==> config.mk <==
export PLATFORM = sky130hd
export DESIGN_NAME = ball_link_i2c_tx
export DESIGN_NICKNAME = d
export VERILOG_FILES = /design/src/rtl/ball_link_pkg.sv /design/src/rtl/i2c_qtr_tick.sv /design/src/rtl/ball_link_i2c_tx.sv
export SDC_FILE = /design/constraint.sdc
export NUM_CORES = 1
export LEC_CHECK = 0
export ABC_AREA = 1
export CAP_MARGIN = 20
export CORE_MARGIN = 2
export CORE_UTILIZATION = 50
export DETAILED_ROUTE_END_ITERATION = 16
export GPL_TIMING_DRIVEN = 0
export PLACE_DENSITY = 0.74
export SETUP_SLACK_MARGIN = 0.1
export SYNTH_ARGS = -nofsm -noshare
export SYNTH_HDL_FRONTEND = slang
export SYNTH_HIERARCHICAL = 1
export SYNTH_SLANG_ARGS = --single-unit
==> constraint.sdc <==
create_clock -name clk_25MHZ -period 2.2 [get_ports clk_25MHZ]
set_input_delay 0.55 -clock clk_25MHZ [delete_from_list [all_inputs] [get_ports clk_25MHZ]]
set_output_delay 0.55 -clock clk_25MHZ [all_outputs]
set_load 0.01 [all_outputs]
==> src/rtl/ball_link_pkg.sv <==
// Shared types and constants for the ball-state I2C link: FSM states, register offsets, frame layout.
package ball_link_pkg;

  typedef enum logic [2:0] {IDLE, LATCH, START, BIT, ACK, STOP, DONE} state_t;

  localparam logic [3:0] REG_Y0   = 4'd0;
  localparam logic [3:0] REG_Y1   = 4'd1;
  localparam logic [3:0] REG_VY   = 4'd2;
  localparam logic [3:0] REG_GRAV = 4'd3;
  localparam logic [3:0] REG_FAST = 4'd4;
  localparam logic [3:0] REG_WIN  = 4'd5;

  localparam logic [3:0] FRAME_LEN   = 4'd8;
  localparam logic [1:0] RETRY_LIMIT = 2'd3;

  typedef struct packed {
    logic [9:0] y;
    logic [7:0] vy;
    logic [1:0] grav;
    logic       fast;
    logic       win;
  } ball_t;

  // Byte 0 is the write address, byte 1 the register pointer, bytes 2..7 the ball registers.
  function automatic logic [7:0] frame_byte(input logic [3:0] idx, input logic [6:0] addr,
                                            input ball_t b);
    logic [7:0] r;
    r = 8'h00;
    case (idx)
      4'd0: r = {addr, 1'b0};
      4'd1: r = {4'h0, REG_Y0};
      default: begin
        case (idx - 4'd2)
          REG_Y0:   r = {b.y[9:8], 6'b0};
          REG_Y1:   r = b.y[7:0];
          REG_VY:   r = b.vy;
          REG_GRAV: r = {6'b0, b.grav};
          REG_FAST: r = {7'b0, b.fast};
          REG_WIN:  r = {7'b0, b.win};
          default:  r = 8'h00;
        endcase
      end
    endcase
    return r;
  endfunction

endpackage

==> src/rtl/i2c_qtr_tick.sv <==
// Quarter-SCL-period timebase: one-cycle tick every QTR_DIV clocks while enabled.
// Disabling clears the count so each enable starts a full quarter.
module i2c_qtr_tick #(
  parameter int QTR_DIV = 62
) (
  input  logic clk_25MHZ,
  input  logic reset,
  input  logic en_i,
  output logic tick_o
);

  localparam int CW = (QTR_DIV > 1) ? $clog2(QTR_DIV) : 1;
  localparam logic [CW-1:0] LAST = CW'(QTR_DIV - 1);

  logic [CW-1:0] cnt_q, cnt_d;

  always_comb begin
    cnt_d = cnt_q;
    if (!en_i || cnt_q == LAST) cnt_d = '0;
    else                        cnt_d = cnt_q + 1'b1;
  end

  always_ff @(posedge clk_25MHZ or posedge reset) begin
    if (reset) cnt_q <= '0;
    else       cnt_q <= cnt_d;
  end

  assign tick_o = en_i && (cnt_q == LAST);

endmodule

==> src/rtl/ball_link_i2c_tx.sv <==
// Single-master I2C writer pushing the 6-byte ball state to the peer board on a level trigger.
// Macro BALL_LINK_RETRY_EN: when defined, a NACK restarts the frame (up to 3 retries) before flagging nack_err.
module ball_link_i2c_tx
  import ball_link_pkg::*;
#(
  parameter logic [6:0] SLAVE_ADDR = 7'h42,
  parameter int         QTR_DIV    = 62
) (
  input  logic       clk_25MHZ,
  input  logic       reset,
  input  logic       ball_send_trigger,
  input  logic [9:0] ball_y,
  input  logic [7:0] ball_vy,
  input  logic [1:0] gravity_counter,
  input  logic       fast_ball,
  input  logic       win_flag,
  output logic       scl,
  output logic       sda_oe,
  input  logic       sda_in,
  output logic       is_i2c_master_done,
  output logic       busy,
  output logic       nack_err
);

  state_t     state_q;
  logic [2:0] phase_q;
  logic [3:0] byte_q;
  logic [2:0] bit_q;
  ball_t      cap_q;
  logic       ack_q, first_q;
  logic       scl_q, sda_oe_q, done_q, busy_q, nack_q;
`ifdef BALL_LINK_RETRY_EN
  logic [1:0] retry_q;
  logic       restart_q;
`endif

  logic       tick, qtr_en, ack_now;
  logic [7:0] cur_byte, next_byte;

  assign qtr_en = (state_q == START) || (state_q == BIT) || (state_q == ACK) || (state_q == STOP);

  i2c_qtr_tick #(.QTR_DIV(QTR_DIV)) u_qtr (
    .clk_25MHZ(clk_25MHZ),
    .reset    (reset),
    .en_i     (qtr_en),
    .tick_o   (tick)
  );

  assign cur_byte  = frame_byte(byte_q, SLAVE_ADDR, cap_q);
  assign next_byte = frame_byte(byte_q + 4'd1, SLAVE_ADDR, cap_q);
  // ACK is sampled on the first cycle of phase 3; bypass keeps it valid even when that cycle also ticks.
  assign ack_now   = (phase_q == 3'd3 && first_q) ? sda_in : ack_q;

  always_ff @(posedge clk_25MHZ or posedge reset) begin
    if (reset) begin
      state_q  <= IDLE;
      phase_q  <= 3'd0;
      byte_q   <= 4'd0;
      bit_q    <= 3'd0;
      cap_q    <= '0;
      ack_q    <= 1'b0;
      first_q  <= 1'b0;
      scl_q    <= 1'b1;
      sda_oe_q <= 1'b0;
      done_q   <= 1'b0;
      busy_q   <= 1'b0;
      nack_q   <= 1'b0;
`ifdef BALL_LINK_RETRY_EN
      retry_q   <= 2'd0;
      restart_q <= 1'b0;
`endif
    end else begin
      first_q <= tick;
      case (state_q)
        IDLE: begin
          scl_q    <= 1'b1;
          sda_oe_q <= 1'b0;
          done_q   <= 1'b0;
          busy_q   <= 1'b0;
          if (ball_send_trigger) begin
            state_q <= LATCH;
            busy_q  <= 1'b1;
          end
        end
        LATCH: begin
          cap_q   <= {ball_y, ball_vy, gravity_counter, fast_ball, win_flag};
          nack_q  <= 1'b0;
          byte_q  <= 4'd0;
          bit_q   <= 3'd7;
          phase_q <= 3'd0;
`ifdef BALL_LINK_RETRY_EN
          retry_q   <= 2'd0;
          restart_q <= 1'b0;
`endif
          state_q <= START;
        end
        START: if (tick) begin
          if (phase_q == 3'd0) begin
            sda_oe_q <= 1'b1;
            phase_q  <= 3'd1;
          end else begin
            scl_q    <= 1'b0;
            sda_oe_q <= ~cur_byte[7];
            bit_q    <= 3'd7;
            phase_q  <= 3'd0;
            state_q  <= BIT;
          end
        end
        BIT: if (tick) begin
          phase_q <= phase_q + 3'd1;
          case (phase_q)
            3'd1: scl_q <= 1'b1;
            3'd3: begin
              scl_q   <= 1'b0;
              phase_q <= 3'd0;
              if (bit_q == 3'd0) begin
                sda_oe_q <= 1'b0;
                state_q  <= ACK;
              end else begin
                bit_q    <= bit_q - 3'd1;
                sda_oe_q <= ~cur_byte[bit_q - 3'd1];
              end
            end
            default: ;
          endcase
        end
        ACK: begin
          if (phase_q == 3'd3 && first_q) ack_q <= sda_in;
          if (tick) begin
            phase_q <= phase_q + 3'd1;
            case (phase_q)
              3'd1: scl_q <= 1'b1;
              3'd3: begin
                scl_q   <= 1'b0;
                phase_q <= 3'd0;
                if (!ack_now && byte_q != FRAME_LEN - 4'd1) begin
                  byte_q   <= byte_q + 4'd1;
                  bit_q    <= 3'd7;
                  sda_oe_q <= ~next_byte[7];
                  state_q  <= BIT;
                end else begin
                  sda_oe_q <= 1'b1;
                  state_q  <= STOP;
                  if (ack_now) begin
`ifdef BALL_LINK_RETRY_EN
                    if (retry_q == RETRY_LIMIT) nack_q <= 1'b1;
                    else begin
                      retry_q   <= retry_q + 2'd1;
                      restart_q <= 1'b1;
                    end
`else
                    nack_q <= 1'b1;
`endif
                  end
                end
              end
              default: ;
            endcase
          end
        end
        STOP: if (tick) begin
          phase_q <= phase_q + 3'd1;
          case (phase_q)
            3'd0: scl_q    <= 1'b1;
            3'd1: sda_oe_q <= 1'b0;
            3'd2: begin
`ifdef BALL_LINK_RETRY_EN
              if (!restart_q) begin
                phase_q <= 3'd0;
                done_q  <= 1'b1;
                busy_q  <= 1'b0;
                state_q <= DONE;
              end
`else
              phase_q <= 3'd0;
              done_q  <= 1'b1;
              busy_q  <= 1'b0;
              state_q <= DONE;
`endif
            end
`ifdef BALL_LINK_RETRY_EN
            // Phases 3..6 are the idle gap before the retried START.
            3'd6: begin
              restart_q <= 1'b0;
              byte_q    <= 4'd0;
              bit_q     <= 3'd7;
              phase_q   <= 3'd0;
              state_q   <= START;
            end
`endif
            default: ;
          endcase
        end
        DONE: begin
          if (!ball_send_trigger) begin
            done_q  <= 1'b0;
            state_q <= IDLE;
          end
        end
        default: state_q <= IDLE;
      endcase
    end
  end

  assign scl                = scl_q;
  assign sda_oe             = sda_oe_q;
  assign is_i2c_master_done = done_q;
  assign busy               = busy_q;
  assign nack_err           = nack_q;

endmodule

# == After elaboration in Yosys (flattened, before gate mapping) ==
# Index checks and enable logic that the tools add are counted.
# Widths: inputs -> output; s select.
# classes
order_cmp,1
addsub,6
n_reduce_logical,33
n_eq_ne,42
bitwise,3
n_mux,72
# ops
cell,count
$pmux 8 s6,2
$mux 3,25
$pmux 8 s2,2
$mux 1,28
$pmux 3 s4,2
$pmux 3 s7,1
$ne 2x2->1 const B,10
$eq 4x1->1 const B,4
$eq 4x2->1 const B,4
$eq 4x3->1 const B,4
$logic_not 4->1,4
$ne 2x1->1 const B,8
$eq 3x2->1 const B,4
$mux 4,3
$reduce_and 4->1,3
$reduce_bool 4->1,3
$reduce_and 11->1,1
$eq 3x3->1 const B,3
$logic_not 3->1,3
$reduce_and 9->1,1
$pmux 4 s2,1
$reduce_and 8->1,1
$sub 4x2->4 const B,2
$reduce_and 7->1,1
25 further kinds,37
# word_totals
input_bits,26
out_inout_bits,5
wordCells,174
regBits,48

# == Depth between registers and ports, before layout ==
# logic_depth
word_depth,11
mapped_depth,18
mapped_depth_nobuf,18

# == Hierarchy ==
# Netlist, hierarchy kept.
# modules_own_cells
mod,seq_area_each_um2,cells_per_inst,area_each_um2,n_inst
ball_link_i2c_tx,1052.3,367,2703.8,1
i2c_qtr_tick,150.1,34,295.3,1

# == Least setup slack after synthesis ==
# No wires, ideal clock.
# synth_path
path_kind,flip-flop to flip-flop
start,register state_q[2]
end,register state_q[0]
slack_ns,0.117
setup_ns,0.083
n_path_buf,0
required_ns,2.117
arrival_time_ns,2.000
stages_incl_launch_ff,14
synth_period_minus_slack_ns,2.083
path_cell_list,dfrtp_1 > inv_2 > ha_1 > inv_1 > inv_1 > nor3_1 > inv_1 > nand2_1 > o21ai_0 > nor3_1 > nand2_1 > inv_1 > nand4_1 > o21ai_0
# synth_between
elab_chain_cells,7
word_cells_on_any_way,24
classes_between,17 x eq/ne; 1 x mux; 6 x reduce/logical
# synth_lines
element,line_no,rtl
"start, declared",ball_link_i2c_tx.sv:25,state_t state_q;
"start signal, assigned",ball_link_i2c_tx.sv:56,state_q <= IDLE;
"start signal, assigned",ball_link_i2c_tx.sv:81,state_q <= LATCH;
"start signal, assigned",ball_link_i2c_tx.sv:95,state_q <= START;
$eq 3x2->1,ball_link_i2c_tx.sv:40,assign qtr_en = (state_q == START) || (state_q == BIT) || (state_q == ACK) || (state_q == STOP);
$logic_or 1x1->1 (2 in series),ball_link_i2c_tx.sv:40,
$logic_or 1x1->1 *,ball_link_i2c_tx.sv:40,
net qtr_en,ball_link_i2c_tx.sv:37,"logic tick, qtr_en, ack_now;"
$logic_and 1x1->1 *,i2c_qtr_tick.sv:28,assign tick_o = en_i && (cnt_q == LAST);
net tick,ball_link_i2c_tx.sv:37,
$ne 2x2->1 (no line),-,
$reduce_and 11->1 (no line) *,-,
# Mark *: on every way through the listed nets, which the timed path passes. The rest lies on a longest branch.
# A chain may end at the register's enable or synchronous reset.

# == Worst setup path after layout ==
# layout_path
start,register state_q[1]
end,register byte_q[1]
# layout_between
elab_chain_cells,7
word_cells_on_any_way,15
classes_between,8 x eq/ne; 1 x mux; 6 x reduce/logical
# layout_lines
element,line_no,rtl
$eq 3x2->1,ball_link_i2c_tx.sv:40,
$logic_or 1x1->1 (3 in series),ball_link_i2c_tx.sv:40,
$logic_and 1x1->1,i2c_qtr_tick.sv:28,
$ne 2x2->1 (no line),-,
$reduce_and 4->1 (no line),-,
"end signal, assigned",ball_link_i2c_tx.sv:137,byte_q <= byte_q + 4'd1;
"end, declared",ball_link_i2c_tx.sv:27,logic [3:0] byte_q;
# Parallel ways exist; a longest one is shown, timed or not.

==> run summary <==
Initial Util: 51.3%
R2R Path Start: state_q[1]$_DFFE_PP0P_
GPL Wtd Cong: 0.863
Final period util: 91.7%
number of port buffers: 30
H-tree depth: 2
Tot GR Track Use: 21.3%
total grt overflow: 0
CP arrival: 2.23 ns
post-DR vias/cell: 5.27
Worst Setup End Kind: flop
Slew HR: 42.6%
yosys warns: 6
Pre-antenna DRT Iters: 5
DP HPWL: 4820 um
CTS clk-pin slew, worst paths: 0.09 ns
Slew @ Worst Pin: 0.859 ns
first-pass GRT wire length: 11100 um
I/O pin total: 31
initial antenna violation count: 0
area occupied by registers: 1210 um2
Inserted Diodes: 0
max_cap viols: 0
Mapped Cells: 401
CTS max path bufs: 2
Wirelength per Cell: 13.5 um
Routed met1 length: 3260 um
netlist area before placement: 3000 um2
register bit total from synthesis: 48
TritonCTS Sinks: 48
vias post-DR: 2787
setup violators final: 0
WHS Endpoint: cap_q[13]$_DFFE_PP0P_
sequential cell area fraction in the yosys report: 40.1%
fmax: 0.496 GHz
worst hold start: cap_q[13]$_DFFE_PP0P_
Routed Antenna Nets: 0
skew final: 0.00933 ns
outcome: finished clean
Core Rows: 28
hold_buf cts: 0
hold crit path type: reg2reg
Fill cells: 506
clock root cell: clkbuf_8
syn avg cell area: 7.48 um2
R2R depth: 8
Leakage: 1.87 nW
CTS tree: yes
WL met2: 3380 um
drt total wl: 7130 um
die width: 81.5 um
fin util: 64.6%
Reg2Reg Capture Point: byte_q[1]$_DFFE_PP0P_
CP Data Required Time: 2.41 ns
Hold Violations, Final: 0
Worst IR Drop VDD: 0.000534 V
vias in the first global route: 2502
Setup crit start kind: flop
number of remaining DRC errors: 0
CP max FO: 10
r2r setup slk: 0.18 ns
share of cells above drive strength 1: 17.2%
1st-iter DRT viols: 186
Num CTS Buffers: 5
total core area: 5850 um2
syn_nets: 449
critical path class: reg2reg
Power Density: 1180 nW/um2
Slew Viols, Final: 0
layout net count: 502
worst-skew pair later-pin latency: 0.30 ns
area grow syn2layout: 26.0%
Multi-input gate area: 1680 um2
Hold Path Stages: 2
post-synthesis cell type count: 32
Final TNS setup: 0 ns
largest net degree at the start of global routing: 43
Die Ht: 81.5 um
Final min period: 2.02 ns
top routing layer in use: met4
WL met3: 341 um
RSZ-0062 raised after global routing: true
Die ar.: 6630 um2
worst max-delay path, cell delays in order, from the launching register on:
cell and delay [ns]:
dfrtp_2 0.44, buf_4 0.17, inv_1 0.09, nand2_1 0.13, nor2_1 0.33, inv_2 0.20, a21oi_2 0.30, nand2_1 0.13
o22ai_1 0.14
synth_stat cells:
cell type,number,area (um2)
inv_2,3,11.3
xor2_1,3,26.3
inv_1,53,199
nor3_1,4,20.0
xnor2_1,3,26.3
nor2_1,31,116
nand3b_1,1,7.51
dfstp_2,1,26.3
a211oi_1,1,7.51
a21oi_1,6,30.0
nor2_4,1,11.3
o22ai_1,7,43.8
nand2_4,2,22.5
nand3_4,1,17.5
buf_2,6,30.0
nand2_1,123,462
o31ai_1,2,15.0
o311ai_2,1,16.3
nand3_1,23,115
a21boi_0,1,7.51
nand2_2,4,25.0
clkinv_2,1,5.00
a22oi_1,2,15.0
o21ai_0,26,130
buf_4,1,7.51
clkbuf_1,2,7.51
ha_1,22,275
nor2_2,2,12.5
a21oi_2,1,8.76
dfrtp_1,47,1180
a31oi_1,2,12.5
nand4_1,18,113
how the worst max path moves through the flow:
stage / start / endpoint / slack, ns / cells past startpoint
floorplan: state_q[2]$_DFFE_PP0P_ / state_q[0]$_DFFE_PP0P_ / 0.12 / 13
global placement: state_q[2]$_DFFE_PP0P_ / phase_q[0]$_DFFE_PP0P_ / -0.31 / 11
detailed placement: state_q[2]$_DFFE_PP0P_ / state_q[0]$_DFFE_PP0P_ / -0.34 / 13
CTS: byte_q[2]$_DFFE_PP0P_ / sda_oe$_DFFE_PP0P_ / 0.10 / 17
global route: phase_q[0]$_DFFE_PP0P_ / sda_oe$_DFFE_PP0P_ / 0.05 / 14
finish: state_q[1]$_DFFE_PP0P_ / byte_q[1]$_DFFE_PP0P_ / 0.18 / 8
sequential cells by signal, indices dropped and copies added, names as in the netlist:
name and cells:
cap_q 22, first_q 1, state_q 3, phase_q 3, is_i2c_master_done 1, scl 1, bit_q 3, ack_q 1
u_qtr/cnt_q 6, byte_q 4, busy 1, nack_err 1, sda_oe 1
power breakdown:
| group | leakage [nW] | switching (W) | internal (W) |
|---|---|---|---|
| Sequential | 0.601 | 0.000246 | 0.00123 |
| Clock | 0.0503 | 0.000293 | 0.000281 |
| Combinational | 1.22 | 0.00148 | 0.000923 |
| Total | 1.87 | 0.00202 | 0.00244 |
stage by stage:
step | setup WS, ns | instance area, um2 | hold WS, ns | power, W | std cells
detailed placement | -0.344 | 3390 | 0.463 | 0.00353 | 506
floorplan | 0.117 | 3000 | 0.341 | 0.00296 | 401
finish | 0.183 | 3780 | 0.480 | 0.00445 | 529
global route | 0.0521 | 3780 | 0.504 | 0.00486 | 529
global placement | -0.305 | 3390 | 0.458 | 0.00346 | 506
CTS | 0.105 | 3550 | 0.482 | 0.00416 | 516
metal layers:
metal / up-vias / global-route usage, %
li1: 1393 / -
met1: 1307 / 29.8
met2: 74 / 34.2
met3: 13 / 3.63
met4: 0 / 5.76
met5: - / 0
area by class of cell:
cell class                      instances  share of cell area (%)
Multi-Input combinational cell        288                    44.5
Timing Repair Buffer                   45                    10.8
Inverter                               57                    5.89
Tap cell                               75                    2.48
Clock buffer                            7                    2.55
Buffer                                  9                    1.82
Sequential cell                        48                    32.0
what timing repair did:
item,4_1_cts,5_1_grt
setup buffers,3,9
pin swaps,2,9
resized for setup,13,46
endpoints found under the setup margin,17,15
cloned,0,4
cell families after synthesis:
kind of cell               Yosys count  synth area share (%)
buffers and inverters               66                  8.68
adders and majority gates           22                  9.18
and+or+nand+nor                    210                  30.7
AOI/OAI and AO/OA                   49                  9.55
xor gates and xnor gates             6                  1.75
DFF                                 48                  40.1
layout by cell type (no fill, tap or decap), types with 5 or more instances in the layout:
cell type	synthesis	final
ha_1	22	17
clkdlybuf4s50_1	0	30
o21ai_0	26	20
inv_2	3	8
a21oi_1	6	6
nor2_1	31	30
clkbuf_8	0	7
nand2_1	123	118
nand2_4	2	5
nand2_2	4	7
buf_4	1	13
dfrtp_1	47	42
o21ai_1	0	5
inv_1	53	45
nand4_1	18	18
buf_2	6	6
dfrtp_2	0	5
nand3_1	23	22
o22ai_1	7	7
(Power assumes the default switching activity.)
